--- src/rtl/sweep_scan_engine_if.sv ---
// Configuration, acquisition-data and status bundle of the threshold-DAC sweep engine.
interface sweep_scan_engine_if #(
  parameter int unsigned DAC_WIDTH = 10,
  parameter int unsigned CH_NUM    = 64,
  parameter int unsigned CNT_WIDTH = 16
);
  localparam int unsigned CH_W = $clog2(CH_NUM);

  logic                 SweepStart;
  logic                 SweepAbort;
  logic [DAC_WIDTH-1:0] StartDAC;
  logic [DAC_WIDTH-1:0] StopDAC;
  logic [DAC_WIDTH-1:0] StepDAC;
  logic [1:0]           DacSelect;
  logic                 ChannelSweep;
  logic [CH_W-1:0]      SingleChannel;
  logic [CNT_WIDTH-1:0] MaxPackageNumber;
  logic [15:0]          ParallelData;
  logic                 ParallelData_en;
  logic                 LoadDone;

  logic                 SingleACQStart;
  logic                 SingleACQStop;
  logic                 ACQDone;
  logic [DAC_WIDTH-1:0] OutDAC;
  logic [1:0]           OutDACSelect;
  logic [CH_W-1:0]      MaskChannel;
  logic                 LoadSCParameter;
  logic [15:0]          SweepACQData;
  logic                 SweepACQData_en;

  // Engine side.
  modport slave (
    input  SweepStart, SweepAbort, StartDAC, StopDAC, StepDAC, DacSelect, ChannelSweep,
           SingleChannel, MaxPackageNumber, ParallelData, ParallelData_en, LoadDone,
    output SingleACQStart, SingleACQStop, ACQDone, OutDAC, OutDACSelect, MaskChannel,
           LoadSCParameter, SweepACQData, SweepACQData_en
  );

  // Controller / data-source side.
  modport master (
    output SweepStart, SweepAbort, StartDAC, StopDAC, StepDAC, DacSelect, ChannelSweep,
           SingleChannel, MaxPackageNumber, ParallelData, ParallelData_en, LoadDone,
    input  SingleACQStart, SingleACQStop, ACQDone, OutDAC, OutDACSelect, MaskChannel,
           LoadSCParameter, SweepACQData, SweepACQData_en
  );
endinterface

--- src/rtl/sweep_scan_engine.sv ---
// Threshold-DAC sweep engine: steps a DAC code (optionally over all channels), triggers one
// acquisition per point and frames the forwarded data with header/parameter/tail words.
module sweep_scan_engine #(
  parameter int unsigned DAC_WIDTH = 10,
  parameter int unsigned CH_NUM    = 64,
  parameter int unsigned CNT_WIDTH = 16
) (
  input  logic               Clk,
  input  logic               reset_n,
  sweep_scan_engine_if.slave bus
);
  localparam int unsigned     CH_W   = $clog2(CH_NUM);
  localparam logic [CH_W-1:0] LastCh = CH_W'(CH_NUM - 1);

  typedef enum logic [3:0] {
    StIdle, StHeader, StParamA, StParamB, StLoadSc, StWaitLoad,
    StStartAcq, StAcq, StNextPoint, StTail, StDone
  } state_e;

  state_e               state_q, state_d;
  logic                 sweep_start_q;
  logic [DAC_WIDTH-1:0] start_dac_q, start_dac_d, stop_dac_q, stop_dac_d, step_q, step_d;
  logic [DAC_WIDTH-1:0] code_q, code_d;
  logic [1:0]           sel_q, sel_d;
  logic                 chsweep_q, chsweep_d, asc_q, asc_d;
  logic [CH_W-1:0]      ch_q, ch_d;
  logic [CNT_WIDTH-1:0] max_q, max_d, cnt_q, cnt_d;
  logic [15:0]          data_q, data_d;
  logic                 data_en_q, data_en_d, load_q, load_d;
  logic                 acq_start_q, acq_start_d, acq_stop_q, acq_stop_d;

  logic                 start_edge, abort;
  logic [DAC_WIDTH-1:0] remain;
  logic [CNT_WIDTH-1:0] cnt_inc;
  logic [9:0]           code10;
  logic [5:0]           ch6;

  assign start_edge = bus.SweepStart & ~sweep_start_q;
  assign abort      = bus.SweepAbort & ~(state_q inside {StIdle, StTail, StDone});
  assign cnt_inc    = cnt_q + 1'b1;
  // Distance still left to the stop code; the code never passes stop, so no wrap.
  assign remain     = asc_q ? (stop_dac_q - code_q) : (code_q - stop_dac_q);

  // Zero-extend code and channel into the fixed-width parameter-word fields.
  always_comb begin
    code10 = '0;
    code10[DAC_WIDTH-1:0] = code_q;
    ch6 = '0;
    ch6[CH_W-1:0] = ch_q;
  end

  // Next-state, configuration latch and registered-output decode.
  always_comb begin
    state_d     = state_q;
    start_dac_d = start_dac_q;
    stop_dac_d  = stop_dac_q;
    step_d      = step_q;
    sel_d       = sel_q;
    chsweep_d   = chsweep_q;
    asc_d       = asc_q;
    max_d       = max_q;
    code_d      = code_q;
    ch_d        = ch_q;
    cnt_d       = cnt_q;
    data_d      = '0;
    data_en_d   = 1'b0;
    load_d      = 1'b0;
    acq_start_d = 1'b0;
    acq_stop_d  = 1'b0;

    unique case (state_q)
      StIdle, StDone: begin
        if (start_edge) begin
          start_dac_d = bus.StartDAC;
          stop_dac_d  = bus.StopDAC;
          step_d      = (bus.StepDAC == '0) ? DAC_WIDTH'(1) : bus.StepDAC;
          sel_d       = (bus.DacSelect == 2'd3) ? 2'd0 : bus.DacSelect;
          chsweep_d   = bus.ChannelSweep;
          asc_d       = (bus.StartDAC <= bus.StopDAC);
          max_d       = bus.MaxPackageNumber;
          code_d      = bus.StartDAC;
          ch_d        = bus.ChannelSweep ? '0 : bus.SingleChannel;
          state_d     = StHeader;
        end
      end
      StHeader: begin
        data_d    = 16'hFF45;
        data_en_d = 1'b1;
        state_d   = StParamA;
      end
      StParamA: begin
        data_d    = {4'hA, sel_q, code10};
        data_en_d = 1'b1;
        state_d   = StParamB;
      end
      StParamB: begin
        data_d    = {4'hC, 6'b0, ch6};
        data_en_d = 1'b1;
        state_d   = StLoadSc;
      end
      StLoadSc: begin
        load_d  = 1'b1;
        state_d = StWaitLoad;
      end
      StWaitLoad: begin
        if (bus.LoadDone) state_d = StStartAcq;
      end
      StStartAcq: begin
        cnt_d = '0;
        if (max_q == '0) begin
          state_d = StNextPoint;
        end else begin
          acq_start_d = 1'b1;
          state_d     = StAcq;
        end
      end
      StAcq: begin
        if (bus.ParallelData_en) begin
          data_d    = bus.ParallelData;
          data_en_d = 1'b1;
          cnt_d     = cnt_inc;
          if (cnt_inc == max_q) begin
            acq_stop_d = 1'b1;
            state_d    = StNextPoint;
          end
        end
      end
      StNextPoint: begin
        if (remain >= step_q) begin
          code_d  = asc_q ? (code_q + step_q) : (code_q - step_q);
          state_d = StParamA;
        end else if (chsweep_q && (ch_q < LastCh)) begin
          ch_d    = ch_q + 1'b1;
          code_d  = start_dac_q;
          state_d = StParamA;
        end else begin
          state_d = StTail;
        end
      end
      StTail: begin
        data_d    = 16'hFF55;
        data_en_d = 1'b1;
        state_d   = StDone;
      end
      default: state_d = StIdle;
    endcase

    // Abort overrides whatever the current state decided, including strobes and LoadDone.
    if (abort) begin
      state_d     = StTail;
      code_d      = code_q;
      ch_d        = ch_q;
      cnt_d       = cnt_q;
      data_d      = '0;
      data_en_d   = 1'b0;
      load_d      = 1'b0;
      acq_start_d = 1'b0;
      acq_stop_d  = (state_q == StAcq);
    end
  end

  // State, configuration and output registers; the edge detector resets high so a start
  // level held through reset does not launch a sweep.
  always_ff @(posedge Clk or negedge reset_n) begin
    if (!reset_n) begin
      state_q       <= StIdle;
      sweep_start_q <= 1'b1;
      start_dac_q   <= '0;
      stop_dac_q    <= '0;
      step_q        <= '0;
      sel_q         <= '0;
      chsweep_q     <= 1'b0;
      asc_q         <= 1'b0;
      max_q         <= '0;
      code_q        <= '0;
      ch_q          <= '0;
      cnt_q         <= '0;
      data_q        <= '0;
      data_en_q     <= 1'b0;
      load_q        <= 1'b0;
      acq_start_q   <= 1'b0;
      acq_stop_q    <= 1'b0;
    end else begin
      state_q       <= state_d;
      sweep_start_q <= bus.SweepStart;
      start_dac_q   <= start_dac_d;
      stop_dac_q    <= stop_dac_d;
      step_q        <= step_d;
      sel_q         <= sel_d;
      chsweep_q     <= chsweep_d;
      asc_q         <= asc_d;
      max_q         <= max_d;
      code_q        <= code_d;
      ch_q          <= ch_d;
      cnt_q         <= cnt_d;
      data_q        <= data_d;
      data_en_q     <= data_en_d;
      load_q        <= load_d;
      acq_start_q   <= acq_start_d;
      acq_stop_q    <= acq_stop_d;
    end
  end

  // The SC chain shifts the DAC code LSB-first, so present it bit-reversed.
  always_comb begin
    bus.OutDAC = '0;
    for (int i = 0; i < int'(DAC_WIDTH); i++) begin
      bus.OutDAC[i] = code_q[DAC_WIDTH-1-i];
    end
  end

  assign bus.OutDACSelect    = sel_q;
  assign bus.MaskChannel     = ch_q;
  assign bus.ACQDone         = (state_q == StDone);
  assign bus.SweepACQData    = data_q;
  assign bus.SweepACQData_en = data_en_q;
  assign bus.LoadSCParameter = load_q;
  assign bus.SingleACQStart  = acq_start_q;
  assign bus.SingleACQStop   = acq_stop_q;
endmodule

--- src/flat_wrapper.sv ---
// flat-port wrapper written by rule: the top's interface ports become plain ports
module sweep_scan_engine_flat 
#(
  parameter int unsigned DAC_WIDTH = 10,
  parameter int unsigned CH_NUM    = 64,
  parameter int unsigned CNT_WIDTH = 16
)
  (Clk, reset_n, bus_SweepStart, bus_SweepAbort, bus_StartDAC, bus_StopDAC, bus_StepDAC, bus_DacSelect, bus_ChannelSweep, bus_SingleChannel, bus_MaxPackageNumber, bus_ParallelData, bus_ParallelData_en, bus_LoadDone, bus_SingleACQStart, bus_SingleACQStop, bus_ACQDone, bus_OutDAC, bus_OutDACSelect, bus_MaskChannel, bus_LoadSCParameter, bus_SweepACQData, bus_SweepACQData_en);
  sweep_scan_engine_if #(.DAC_WIDTH(DAC_WIDTH), .CH_NUM(CH_NUM), .CNT_WIDTH(CNT_WIDTH)) bus_i ();
  input  logic Clk;
  input  logic reset_n;
  input wire logic [$bits(bus_i.SweepStart)-1:0] bus_SweepStart;
  input wire logic [$bits(bus_i.SweepAbort)-1:0] bus_SweepAbort;
  input wire logic [$bits(bus_i.StartDAC)-1:0] bus_StartDAC;
  input wire logic [$bits(bus_i.StopDAC)-1:0] bus_StopDAC;
  input wire logic [$bits(bus_i.StepDAC)-1:0] bus_StepDAC;
  input wire logic [$bits(bus_i.DacSelect)-1:0] bus_DacSelect;
  input wire logic [$bits(bus_i.ChannelSweep)-1:0] bus_ChannelSweep;
  input wire logic [$bits(bus_i.SingleChannel)-1:0] bus_SingleChannel;
  input wire logic [$bits(bus_i.MaxPackageNumber)-1:0] bus_MaxPackageNumber;
  input wire logic [$bits(bus_i.ParallelData)-1:0] bus_ParallelData;
  input wire logic [$bits(bus_i.ParallelData_en)-1:0] bus_ParallelData_en;
  input wire logic [$bits(bus_i.LoadDone)-1:0] bus_LoadDone;
  output wire logic [$bits(bus_i.SingleACQStart)-1:0] bus_SingleACQStart;
  output wire logic [$bits(bus_i.SingleACQStop)-1:0] bus_SingleACQStop;
  output wire logic [$bits(bus_i.ACQDone)-1:0] bus_ACQDone;
  output wire logic [$bits(bus_i.OutDAC)-1:0] bus_OutDAC;
  output wire logic [$bits(bus_i.OutDACSelect)-1:0] bus_OutDACSelect;
  output wire logic [$bits(bus_i.MaskChannel)-1:0] bus_MaskChannel;
  output wire logic [$bits(bus_i.LoadSCParameter)-1:0] bus_LoadSCParameter;
  output wire logic [$bits(bus_i.SweepACQData)-1:0] bus_SweepACQData;
  output wire logic [$bits(bus_i.SweepACQData_en)-1:0] bus_SweepACQData_en;
  assign bus_i.SweepStart = bus_SweepStart;
  assign bus_i.SweepAbort = bus_SweepAbort;
  assign bus_i.StartDAC = bus_StartDAC;
  assign bus_i.StopDAC = bus_StopDAC;
  assign bus_i.StepDAC = bus_StepDAC;
  assign bus_i.DacSelect = bus_DacSelect;
  assign bus_i.ChannelSweep = bus_ChannelSweep;
  assign bus_i.SingleChannel = bus_SingleChannel;
  assign bus_i.MaxPackageNumber = bus_MaxPackageNumber;
  assign bus_i.ParallelData = bus_ParallelData;
  assign bus_i.ParallelData_en = bus_ParallelData_en;
  assign bus_i.LoadDone = bus_LoadDone;
  assign bus_SingleACQStart = bus_i.SingleACQStart;
  assign bus_SingleACQStop = bus_i.SingleACQStop;
  assign bus_ACQDone = bus_i.ACQDone;
  assign bus_OutDAC = bus_i.OutDAC;
  assign bus_OutDACSelect = bus_i.OutDACSelect;
  assign bus_MaskChannel = bus_i.MaskChannel;
  assign bus_LoadSCParameter = bus_i.LoadSCParameter;
  assign bus_SweepACQData = bus_i.SweepACQData;
  assign bus_SweepACQData_en = bus_i.SweepACQData_en;
  sweep_scan_engine #(.DAC_WIDTH(DAC_WIDTH), .CH_NUM(CH_NUM), .CNT_WIDTH(CNT_WIDTH)) u_core (.Clk(Clk), .reset_n(reset_n), .bus(bus_i));
endmodule
--- config.mk ---
export PLATFORM = sky130hd
export DESIGN_NAME = sweep_scan_engine_flat
export DESIGN_NICKNAME = d
export VERILOG_FILES = /design/src/rtl/sweep_scan_engine_if.sv /design/src/rtl/sweep_scan_engine.sv /design/src/flat_wrapper.sv
export SDC_FILE = /design/constraint.sdc
export NUM_CORES = 1
export LEC_CHECK = 0
export CAP_MARGIN = 15
export CORE_MARGIN = 5
export CORE_UTILIZATION = 46
export DETAILED_ROUTE_END_ITERATION = 10
export PLACE_DENSITY = 0.73
export SYNTH_ARGS = -nofsm -noshare
export SYNTH_HDL_FRONTEND = slang
export SYNTH_SLANG_ARGS = --single-unit
--- constraint.sdc ---
create_clock -name Clk -period 8.2 [get_ports Clk]
set_clock_uncertainty 0.15 [all_clocks]
set_input_delay 1.64 -clock Clk [delete_from_list [all_inputs] [get_ports Clk]]
set_output_delay 1.64 -clock Clk [all_outputs]
set_load 0.01 [all_outputs]
After elaboration in Yosys (flattened, before gate mapping) --
Index checks and enable logic that the tools add are counted.
Cells by class: add/sub/neg operators 6, $lt $le $gt $ge 3, eq/ne operators 21, multiplexer cells 39, bitwise logic cells 5, reduce and logical (&&, ||, !) cells 14
Operators with widths (count):
- $pmux 16 s5 | 1
- $mux 10 | 6
- $mux 16 | 3
- $pmux 4 s10 | 1
- $mux 4 | 8
- $pmux 16 s2 | 1
- $sub 10x10->10 | 3
- $mux 6 | 4
- $pmux 10 s2 | 1
- $add 16x1->16 const B | 1
- $eq 16x16->1 | 1
- $eq 4x3->1 const B | 4
- $logic_not 16->1 | 1
- $eq 4x4->1 const B | 3
- $pmux 6 s2 | 1
- $mux 1 | 11
- $add 10x10->10 | 1
- $ge 10x10->1 | 1
- $le 10x10->1 | 1
- $logic_not 10->1 | 1
- $ne 3x1->1 const B | 3
- $eq 4x2->1 const B | 2
- $reduce_and 4->1 | 2
- $add 6x1->6 const B | 1
- other kinds (19) | 26
Word-level totals: register bits 107, word-level logic and storage cells 105

Logic depth before layout (Yosys ltp) --
Gate-level depths: netlist of the first run.
word-level depth 6, gate-level depth with buffers 21, mapped depth without buffers 19

Worst setup path after synthesis of the first run --
OpenSTA, ideal clock, no wires.
path kind register -> register, from register u_core.code_q[1], in the netlist u_core.code10[1], to register u_core.code_q[5], in the netlist u_core.code10[5], setup time 0.118 ns, arrival time 4.030 ns, required time 7.932 ns, slack 3.902 ns, stages on the path, launching flop included 19, buffers on the path 2, cell sequence dfrtp_1 -> inv_1 -> ha_1 -> a221o_1 -> a221oi_1 -> o21ai_1 -> and2_1 -> nor2b_1 -> o21ai_1 -> xor2_1 -> ha_1 -> a2111oi_0 -> o21ai_1 -> and2_1 -> buf_2 -> o311ai_4 -> buf_6 -> a211oi_1 -> a21o_1
On the way: cells in the longest elaborated chain, start to end 5, elaborated cells between the ends (all ways) 11, those cells by class add/sub: 4; order compare: 1; eq/ne: 1; mux: 4; reduce/logical: 1
RTL lines:
- from (decl) | line sweep_scan_engine.sv:23 | logic [DAC_WIDTH-1:0] code_q, code_d;
- from (signal assigned) | line sweep_scan_engine.sv:193 | code_q <= code_d;
- $sub 10x10->10 | line sweep_scan_engine.sv:42 | assign remain = asc_q ? (stop_dac_q - code_q) : (code_q - stop_dac_q);
- $mux 10 | line sweep_scan_engine.sv:42
- $ge 10x10->1 | line sweep_scan_engine.sv:129 | if (remain >= step_q) begin
- $ne 3x1->1 (no line) / $mux 10 (equally long branches)
- $reduce_and 4->1 (no line) / $pmux 10 s2 (equally long branches)
Several ways; a longest one is shown, not always the timed one. A chain may end at the register's enable or synchronous reset.

Worst setup path in the final report of the first run --
from register u_core.code_q[1], in the netlist u_core.code10[1], to register u_core.code_q[7], in the netlist u_core.code10[7]
The elaborated chain is that of the path after synthesis.

==> impl_metrics.yaml, run 1 <==
sta:
  post-route-worst-setup-slack_ps: 2940
  setup-violations-final: 0
  finalMaxSlewViolations: 0
  layout_min_cycle_time_ps: 5260
  rsz0062_at_grt: "no"
  report.final.hold_viol_count: 0
  post-route-period-util: 0.641
  tightestPinTransition_ps: 876
  slew-limit-headroom: 0.412
  fmax_mhz: 190
  final.setup.tns_ps: 0
grt:
  grt_pass1_vias: 6263
  combined_global_route_utilization_of_all_metal_layers: 0.222
  grt.overflow.total: 0
  grt_first_pass_wirelength_um: 32400
  antenna_found_initial: 0
  grt_max_degree: 60
setup_path:
  critPathRequiredTime_ps: 8300
  critical_path_peak_fanout: 16
  cp_cell_sequence: "inv_1 -> ha_1 -> a221o_1 -> a221oi_1 -> o21ai_1 -> and2_1 -> nor2b_1 -> o21ai_1 -> xor2_1 -> ha_1 -> a2111oi_0 -> o21ai_1 -> and2_1 -> o311ai_4 -> mux2_2"
  critPathMaxStageDelay_ps: 850
  worst_r2r_endpoint: "u_core.code10[7]$_DFFE_PN0P_"
  cp.arrival_ps: 5360
  cp-start-kind: "flop"
  startpoint_of_the_worst_register_to_register_path: "u_core.code10[1]$_DFFE_PN0P_"
  setup_slack_of_the_worst_register_to_register_path_ps: 2940
  reg2regPathDepth: 15
  critical_path.endpoint_type: "flop"
  crit_path_class: "flop to flop"
  cell_repeated_most_along_the_worst_path: "sky130_fd_sc_hd__o21ai_1"
  cp_slowest_cell: "sky130_fd_sc_hd__o311ai_4"
logic_synthesis:
  synthTopCellsByArea: "sky130_fd_sc_hd__dfrtp_1 37%, sky130_fd_sc_hd__ha_1 8.6%, sky130_fd_sc_hd__nand2_1 6.9%"
  syn_avg_cell_area_sq_um: 8.57
  synth_sequential_area_ratio: 0.369
  synth_compound_gate_area_share: 0.197
  yosys.area_share.adder: 0.0944
  netlist.area_leader.share: 0.365
  synth-main-ff-cell: "sky130_fd_sc_hd__dfrtp_1"
  synth_top_family_by_area: "simple AND/OR/NAND/NOR gates"
  ys_seq_elements: 107
  mappedNetlistNets: 977
  synth-edff-count: 0
  leading_area_contributor_after_synthesis: "sky130_fd_sc_hd__dfrtp_1"
  syn-cell-area_sq_um: 7260
  ys_types: 75
  synth_async_sr_flop_share: 1.00
  post_synth_inst_count: 847
  synth-warning-count: 0
  synthesized_area_fraction_occupied_by_xor_and_xnor_cells: 0.0531
  synthMuxAreaShare: 0.0302
  yosys.area_share.simple: 0.198
detailed_routing:
  post_drt_wl_per_cell_um: 17.3
  route.final.wire_length_um: 20100
  drt-initial-drc-count: 488
  detailroute.via_count: 6481
  dr.pass1.iters: 7
  remaining_drc_errors: 0
  viasPerCell: 5.59
  route.antenna.remaining_nets: 0
clock_tree:
  cts_inserted_buffers: 9
  cts_root_buf: "sky130_fd_sc_hd__clkbuf_16"
  path_clk_slew_ps: 70
  ctsLongestPathBuffers: 2
  ctsHoldBuffers: 0
  post_cts.resized_instances: 0
  clk-insertion-delay-late_ps: 360
  htree_levels: 3
  clock-sinks: 107
  cts_post_setup_buffers_inserted: 0
  cts_tree: "built"
worst_hold_path:
  hold_end: "u_core.start_dac_q[9]$_DFFE_PN0P_"
  min-delay-start: "u_core.start_dac_q[9]$_DFFE_PN0P_"
  worst_hold_path.num_cells: 2
  min-delay-path-class: "flop to flop"
flow_run:
  max_cap_viol_count: 0
power_and_ir_drop:
  p_per_area_nw_per_um2: 429
  p_seq_frac: 0.254
  power_switching_share: 0.456
  clock_power_share: 0.127
  internal_power_component_mw: 2.06
  power_frac_comb: 0.619
  worst_case_vdd_ir_drop_mv: 0.290
  static-leakage-power_nw: 3.97
  p_switching_mw: 1.73
placement:
  place_congestion: 0.868
  detailedPlacementHpwl_um: 14900
  placed_cells: 1144
  placement.setup.worst_slack_ps: 2960
  portBuffers: 115
cells_and_area:
  mostFrequentLayoutCells: "132 x sky130_fd_sc_hd__nand2_1, 114 x sky130_fd_sc_hd__clkdlybuf4s50_1, 106 x sky130_fd_sc_hd__dfrtp_1"
  nets: 1069
  fillerInstances: 1455
  area_growth_syn_to_layout_pct: 22.0
  final_cell_count_no_fill: 1160
  diodes: 0
  fin_util: 0.566
  final_common_cell: "sky130_fd_sc_hd__nand2_1"
  drive_gt1_frac: 0.0530
die:
  floorplan.io_pins: 116
  initial_core_utilization: 0.464
  core_sq_um: 15700
  die_w_um: 136
  placementRows: 46
  overall_die_area_sq_um: 18400
  die_height_um: 136
run_status:
  run_status: "finished clean"
metrics by stage:
step,power [mW],hold WS (ps),area [sq um]
after floorplan,2.64,295,7260
after global placement,3.26,311,8520
after detailed placement,3.30,320,8520
after CTS,3.80,338,8850
after global routing,4.12,372,8850
final,3.80,336,8850
how the worst max path moves through the flow:
stage | start | to | slack (ps) | cells after the start
after floorplan | u_core.code10[1]$_DFFE_PN0P_ | u_core.code10[5]$_DFFE_PN0P_ | 3900 | 18
after global placement | u_core.code10[1]$_DFFE_PN0P_ | u_core.code10[2]$_DFFE_PN0P_ | 3120 | 15
after detailed placement | u_core.code10[1]$_DFFE_PN0P_ | u_core.code10[7]$_DFFE_PN0P_ | 2960 | 15
after CTS | u_core.code10[1]$_DFFE_PN0P_ | u_core.code10[7]$_DFFE_PN0P_ | 2930 | 15
after global routing | u_core.code10[1]$_DFFE_PN0P_ | u_core.code10[7]$_DFFE_PN0P_ | 2440 | 15
final | u_core.code10[1]$_DFFE_PN0P_ | u_core.code10[7]$_DFFE_PN0P_ | 2940 | 15
final cells by class:
type,count,area [sq um],area share
well taps,216,270,0.0305
clock inverters,2,38.8,0.00438
inverters,57,214,0.0242
repair buffers,121,1190,0.135
multi-input cells,643,4170,0.470
flip-flops and latches,107,2680,0.303
clock buffers,14,294,0.0332
routing by layer:
metal | up-vias | wire length [um] | GRT usage
li1 | 3163 | - | -
met2 | 169 | 10100 | 0.379
met1 | 3124 | 8530 | 0.286
met5 | - | 0 | 0
met4 | 0 | 350 | 0.0549
met3 | 25 | 1110 | 0.0498
logic make-up after synthesis:
logic type / after synthesis
AO/OA/AOI/OAI: 222
buffers and inverters: 97
adder cells (fa/ha/maj): 53
multiplexers: 21
XOR/XNOR: 44
AND/OR/NAND/NOR: 303
flip-flops: 107
power groups by stage:
stage / Clock, mW / Sequential [mW] / Combinational (mW)
detailed placement: 0 / 0.970 / 2.33
global placement: 0 / 0.965 / 2.30
CTS: 0.490 / 0.961 / 2.35
finish: 0.483 / 0.965 / 2.35
global route: 0.509 / 0.994 / 2.62
floorplan: 0 / 0.904 / 1.74
sequential cells by signal, summed over array words and instances (netlist names):
signal,count
u_core.bus.LoadSCParameter,1
u_core.bus.SingleACQStop,1
u_core.start_dac_q,10
u_core.code10,10
u_core.asc_q,1
u_core.stop_dac_q,10
u_core.cnt_q,16
u_core.step_q,10
u_core.max_q,16
u_core.chsweep_q,1
u_core.bus.OutDACSelect,2
u_core.bus.SweepACQData_en,1
u_core.bus.MaskChannel,6
u_core.bus.SweepACQData,16
u_core.bus.SingleACQStart,1
u_core.sweep_start_q,1
u_core.state_q,4
cell usage after synthesis (5+ instances only):
cell type and instances:
sky130_fd_sc_hd__o211ai_1 6, sky130_fd_sc_hd__nand2b_1 9, sky130_fd_sc_hd__a22oi_1 6, sky130_fd_sc_hd__a21oi_1 44, sky130_fd_sc_hd__o21a_1 5, sky130_fd_sc_hd__nor4_1 8
sky130_fd_sc_hd__a211oi_1 13, sky130_fd_sc_hd__clkbuf_1 26, sky130_fd_sc_hd__mux2_2 7, sky130_fd_sc_hd__dfrtp_1 106, sky130_fd_sc_hd__a221oi_1 7, sky130_fd_sc_hd__o31ai_1 7
sky130_fd_sc_hd__o21ai_1 5, sky130_fd_sc_hd__xnor2_1 28, sky130_fd_sc_hd__a31oi_1 9, sky130_fd_sc_hd__nor2b_1 10, sky130_fd_sc_hd__nor2_1 68, sky130_fd_sc_hd__nand3_1 20
sky130_fd_sc_hd__mux2i_1 14, sky130_fd_sc_hd__a21o_1 13, sky130_fd_sc_hd__nor3_1 15, sky130_fd_sc_hd__xor2_1 16, sky130_fd_sc_hd__inv_1 55, sky130_fd_sc_hd__and3_1 7
sky130_fd_sc_hd__ha_1 50, sky130_fd_sc_hd__nand2_1 133, sky130_fd_sc_hd__o21ai_0 68
critical path, delay by kind of cell, from the launching register on:
family	cells	cell delay [ps]
muxes	1	410
AOI/OAI and AO/OA	7	2360
adders and majority gates	2	600
xor gates and xnor gates	1	150
DFF	1	520
buffers and inverters	1	160
and+or+nand+nor	3	780
(Power assumes the default switching activity.)
==> run 2: changes to the inputs <==
Clock period 8.2 ns to 4.9 ns, I/O delays scaled along.
==> run 2 against run 1 <==
Against the previous run: non-clock buffer count rose by 5; power rose by 68%; clock power rose by 56%; sequential power up 68%; global-route usage shrank 0.084 points; critical path type unchanged.
==> impl_metrics.yaml, run 2 (synthesis gave the netlist of run 1 again) <==
run_status:
  run_status: "finished clean"
clock_tree:
  cts_root_buf: "sky130_fd_sc_hd__clkbuf_16"
  htree_levels: 3
  ctsHoldBuffers: 0
  cts_tree: "built"
  path_clk_slew_ps: 70
  clk-insertion-delay-late_ps: 370
  clock-sinks: 107
  cts_inserted_buffers: 9
  ctsLongestPathBuffers: 2
cells_and_area:
  fin_util: 0.566
  fillerInstances: 1455
  mostFrequentLayoutCells: "132 x sky130_fd_sc_hd__nand2_1, 114 x sky130_fd_sc_hd__clkdlybuf4s50_1, 105 x sky130_fd_sc_hd__dfrtp_1"
  diodes: 0
  drive_gt1_frac: 0.0601
  final_common_cell: "sky130_fd_sc_hd__nand2_1"
  area_growth_syn_to_layout_pct: 22.1
  final_cell_count_no_fill: 1165
  nets: 1074
placement:
  portBuffers: 115
  placement.setup.worst_slack_ps: 280
  detailedPlacementHpwl_um: 15100
  place_congestion: 0.917
  placed_cells: 1149
die:
  overall_die_area_sq_um: 18400
  initial_core_utilization: 0.464
  die_w_um: 136
  die_height_um: 136
  placementRows: 46
  core_sq_um: 15700
  floorplan.io_pins: 116
power_and_ir_drop:
  worst_case_vdd_ir_drop_mv: 0.453
  static-leakage-power_nw: 3.98
  p_per_area_nw_per_um2: 719
  power_frac_comb: 0.628
  design_power_total_mw: 6.38
  p_switching_mw: 2.94
  p_seq_frac: 0.254
  clock_power_share: 0.118
  power_switching_share: 0.461
  internal_power_component_mw: 3.44
setup_path:
  cp_slowest_cell: "sky130_fd_sc_hd__dfrtp_2"
  worst_setup_path_startpoint: "u_core.code10[1]$_DFFE_PN0P_"
  critPathRequiredTime_ps: 5000
  cp-start-kind: "flop"
  critPathMaxStageDelay_ps: 460
  startpoint_of_the_worst_register_to_register_path: "u_core.code10[1]$_DFFE_PN0P_"
  cp.arrival_ps: 4590
  reg2regPathDepth: 17
  crit_path_class: "flop to flop"
  critical_path_peak_fanout: 10
  cp_cell_sequence: "inv_1 -> ha_1 -> a221o_1 -> a221oi_1 -> o21ai_1 -> and2_1 -> nor2b_1 -> o21ai_1 -> xor2_1 -> ha_1 -> a2111oi_0 -> o21ai_1 -> and2_1 -> o311ai_4 -> buf_4 -> a211oi_1 -> a21o_1"
  worst_r2r_endpoint: "u_core.code10[3]$_DFFE_PN0P_"
  setup_slack_of_the_worst_register_to_register_path_ps: 410
  critical_path.endpoint_type: "flop"
  cell_repeated_most_along_the_worst_path: "sky130_fd_sc_hd__o21ai_1"
sta:
  finalMaxSlewViolations: 0
  rsz0062_at_grt: "no"
  post-route-worst-setup-slack_ps: 410
  layout_min_cycle_time_ps: 4490
  report.final.hold_viol_count: 0
  final.setup.tns_ps: 0
  slew-limit-headroom: 0.406
  tightestPinTransition_ps: 891
  fmax_mhz: 223
  setup-violations-final: 0
  post-route-period-util: 0.916
worst_hold_path:
  min-delay-path-class: "flop to flop"
  min-delay-start: "u_core.start_dac_q[2]$_DFFE_PN0P_"
  hold_end: "u_core.start_dac_q[2]$_DFFE_PN0P_"
  worst_hold_path.num_cells: 2
grt:
  antenna_found_initial: 0
  grt_max_degree: 69
  grt_pass1_vias: 6292
  grt.overflow.total: 0
  combined_global_route_utilization_of_all_metal_layers: 0.221
  grt_first_pass_wirelength_um: 32200
detailed_routing:
  met3RoutedLength_um: 1150
  viasPerCell: 5.53
  drt-initial-drc-count: 391
  met2RoutedLength_um: 9790
  post_drt_wl_per_cell_um: 17.1
  remaining_drc_errors: 0
  dr.max_layer_used: "met4"
  wire_length_the_detailed_router_placed_on_met1_um: 8460
  route.final.wire_length_um: 20000
  detailroute.via_count: 6448
  dr.pass1.iters: 5
  route.antenna.remaining_nets: 0
flow_run:
  max_cap_viol_count: 0
run 2: changes by cell type in the layout (fill, tap and decap cells not counted):
cell and delta:
sky130_fd_sc_hd__dfrtp_1 -1, sky130_fd_sc_hd__clkinvlp_4 +2, sky130_fd_sc_hd__buf_4 +5, sky130_fd_sc_hd__clkinv_2 +2, sky130_fd_sc_hd__inv_8 +1, sky130_fd_sc_hd__o21ai_1 -1, sky130_fd_sc_hd__o21ai_2 +1, sky130_fd_sc_hd__clkbuf_8 -5
sky130_fd_sc_hd__dfrtp_2 +1
run 2: power groups by stage:
stage | clock [mW] | combinational (mW) | sequential, mW
after CTS | 0.772 | 3.99 | 1.61
after global placement | 0 | 3.88 | 1.63
after floorplan | 0 | 2.91 | 1.51
after detailed placement | 0 | 3.95 | 1.63
final | 0.753 | 4.00 | 1.62
after global routing | 0.802 | 4.47 | 1.67
run 2: worst max-delay path by stage:
stage	end	cells after the start
finish	u_core.code10[3]$_DFFE_PN0P_	17
detailed placement	u_core.code10[6]$_DFFE_PN0P_	17
global route	u_core.code10[6]$_DFFE_PN0P_	20
global placement	u_core.code10[5]$_DFFE_PN0P_	17
CTS	u_core.code10[3]$_DFFE_PN0P_	17
floorplan	u_core.code10[5]$_DFFE_PN0P_	18
run 2: repair_timing:
| item | 4_1_cts | 5_1_grt |
|---|---|---|
| setup endpoints to repair | 0 | 13 |
| setup buffers | 0 | 0 |
| resized for setup | 0 | 2 |
run 2: metrics by stage:
stage                     hold WS, ps  area [sq um]
after global placement            309          8560
final                             332          8860
after floorplan                   295          7260
after CTS                         336          8860
after global routing              353          8860
after detailed placement          318          8560
run 2: layout make-up:
type,instances,area [sq um],share of cell area
clock buffers,9,225,0.0254
clock inverters,7,75.1,0.00847
inverters,57,214,0.0241
multi-input cells,643,4170,0.470
flip-flops and latches,107,2680,0.302
well taps,216,270,0.0305
repair buffers,126,1230,0.139
run 2: worst max-delay path: cells and delay by family, from the launching register on:
kind | cells | cell delay, ps
XOR/XNOR | 1 | 160
AO/OA/AOI/OAI | 9 | 2080
adder cells (fa/ha/maj) | 2 | 590
buffers and inverters | 2 | 380
AND/OR/NAND/NOR | 3 | 550
flip-flops | 1 | 460
run 2: layer usage:
layer / GRT usage / vias to the layer above
met5: 0 / -
met4: 0.0750 / 0
met3: 0.0490 / 40
met2: 0.369 / 190
met1: 0.284 / 3041
li1: - / 3177
==> run 3: changes to the inputs <==
Settings changed: GPL_TIMING_DRIVEN set to 0.
==> run 3 against run 2 <==
Against the previous run: power increased by 0.69%; non-clock buffer count increased by 34; sequential share of layout area decreased by 0.45 points; sequential cell count unchanged; sequential power decreased by 4%; register-to-register slack got worse by 70 ps; critical endpoint is now u_core.code10[8]$_DFFE_PN0P_; largest power group unchanged; global-route usage increased by 1.1 points; die area unchanged; routed wire length increased by 5.7%; count of clock-buffer cells in the layout increased by 3; final area increased by 1.5%; via count increased by 3.0%.
==> impl_metrics.yaml, run 3 (synthesis gave the netlist of run 1 again) <==
run_status:
  run_status: "finished clean"
die:
  placementRows: 46
  die_w_um: 136
  overall_die_area_sq_um: 18400
  floorplan.io_pins: 116
  die_height_um: 136
  core_sq_um: 15700
  initial_core_utilization: 0.464
sta:
  rsz0062_at_grt: "no"
  post-route-worst-setup-slack_ps: 342
  post-route-period-util: 0.930
  final.setup.tns_ps: 0
  layout_min_cycle_time_ps: 4560
  setup-violations-final: 0
  fmax_mhz: 219
  finalMaxSlewViolations: 0
  tightestPinTransition_ps: 883
  report.final.hold_viol_count: 0
  slew-limit-headroom: 0.407
power_and_ir_drop:
  p_seq_frac: 0.242
  design_power_total_mw: 6.42
  power_frac_comb: 0.652
  power_switching_share: 0.466
  static-leakage-power_nw: 4.02
  clock_power_share: 0.106
  internal_power_component_mw: 3.43
  p_per_area_nw_per_um2: 714
  p_switching_mw: 2.99
  worst_case_vdd_ir_drop_mv: 0.459
setup_path:
  setup_slack_of_the_worst_register_to_register_path_ps: 340
  cp_cell_sequence: "inv_1 -> ha_1 -> inv_1 -> fa_1 -> a211oi_1 -> a21oi_1 -> a21o_1 -> nand3_1 -> a21oi_1 -> o21ai_0 -> a32oi_1 -> xor2_1 -> ha_1 -> a2111oi_1 -> o21ai_1 -> and2_1 -> buf_2 -> o311ai_4 -> buf_4 -> buf_6 -> a211oi_1 -> a21o_1"
  crit_path_class: "flop to flop"
  critPathRequiredTime_ps: 5010
  critical_path.endpoint_type: "flop"
  cp.arrival_ps: 4670
  cp_slowest_cell: "sky130_fd_sc_hd__dfrtp_1"
  cp-start-kind: "flop"
  critical_path_peak_fanout: 10
  critPathMaxStageDelay_ps: 490
worst_hold_path:
  min-delay-path-class: "flop to flop"
cells_and_area:
  final_cell_count_no_fill: 1197
  area_growth_syn_to_layout_pct: 23.9
  final_common_cell: "sky130_fd_sc_hd__nand2_1"
  diodes: 0
  mostFrequentLayoutCells: "133 x sky130_fd_sc_hd__nand2_1, 114 x sky130_fd_sc_hd__clkdlybuf4s50_1, 105 x sky130_fd_sc_hd__dfrtp_1"
  fin_util: 0.575
  nets: 1108
  drive_gt1_frac: 0.0550
clock_tree:
  cts_root_buf: "sky130_fd_sc_hd__clkbuf_16"
  cts_inserted_buffers: 9
  clock-sinks: 107
  cts_tree: "built"
  ctsLongestPathBuffers: 2
  ctsHoldBuffers: 0
  htree_levels: 3
  clk-insertion-delay-late_ps: 360
  path_clk_slew_ps: 70
placement:
  place_congestion: 0.974
  placement.setup.worst_slack_ps: -204
  placed_cells: 1179
  portBuffers: 115
  detailedPlacementHpwl_um: 16200
grt:
  combined_global_route_utilization_of_all_metal_layers: 0.232
  antenna_found_initial: 0
  grt_first_pass_wirelength_um: 33400
  grt_pass1_vias: 6534
  grt_max_degree: 62
  grt.overflow.total: 0
detailed_routing:
  remaining_drc_errors: 0
  route.final.wire_length_um: 21100
  dr.pass1.iters: 5
  post_drt_wl_per_cell_um: 17.6
  drt-initial-drc-count: 483
  detailroute.via_count: 6641
  route.antenna.remaining_nets: 0
  viasPerCell: 5.55
flow_run:
  max_cap_viol_count: 0
-- run 3: area by class of cell --
class	count	area, sq um
inverters	57	214
clock buffers	12	236
flip-flops and latches	107	2680
clock inverters	2	15.0
multi-input cells	643	4170
fillers	1451	6660
well taps	216	270
plain buffers	40	210
repair buffers	120	1210
-- run 3: metal layers --
metal  track usage  vias to the layer above  wire (um)
li1              -                     3233          -
met1         0.293                     3191       9070
met2         0.400                      181      10600
met3        0.0479                       36        960
met4        0.0672                        0        468
met5             0                        -          0
-- run 3: through the flow --
stage	cell area [sq um]	hold slack (ps)
after floorplan	7260	295
after global placement	8680	309
after detailed placement	8710	312
after CTS	8970	329
after global routing	9000	350
final	9000	329
-- run 3: path summary, 6_finish.rpt --
check                                             startpoint                                 to  cells past startpoint
setup reg to reg                u_core.code10[0]$_DFFE_PN0P_       u_core.code10[8]$_DFFE_PN0P_                     22
setup / recovery                u_core.code10[0]$_DFFE_PN0P_       u_core.code10[8]$_DFFE_PN0P_                     22
hold / removal             u_core.start_dac_q[9]$_DFFE_PN0P_  u_core.start_dac_q[9]$_DFFE_PN0P_                      2
hold reg to reg            u_core.start_dac_q[9]$_DFFE_PN0P_  u_core.start_dac_q[9]$_DFFE_PN0P_                      2
max in group asynchronous                            reset_n     u_core.sweep_start_q$_DFF_PN1_                      2
min in group asynchronous                            reset_n       u_core.cnt_q[11]$_DFFE_PN0P_                      1
-- run 3: what timing repair did --
item | 4_1_cts | 5_1_grt
buffers inserted | 2 | 2
setup endpoints to repair | 9 | 16
resized for setup | 1 | 2
gates cloned | 0 | 0
pin swaps | 1 | 0
-- run 3: critical path, delay by kind of cell (launching register included) --
family,cells,cell delay [ps]
adder cells (fa/ha/maj),3,790
XOR/XNOR,1,200
AND/OR/NAND/NOR,2,320
AO/OA/AOI/OAI,11,1860
buffers and inverters,5,630
flip-flops,1,490
-- run 3: power by group through the flow --
stage / combinational, mW / clock (mW) / sequential, mW
CTS: 4.13 / 0.690 / 1.56
detailed placement: 4.09 / 0 / 1.58
floorplan: 2.91 / 0 / 1.51
global placement: 4.01 / 0 / 1.57
global route: 4.63 / 0.725 / 1.60
finish: 4.19 / 0.678 / 1.55
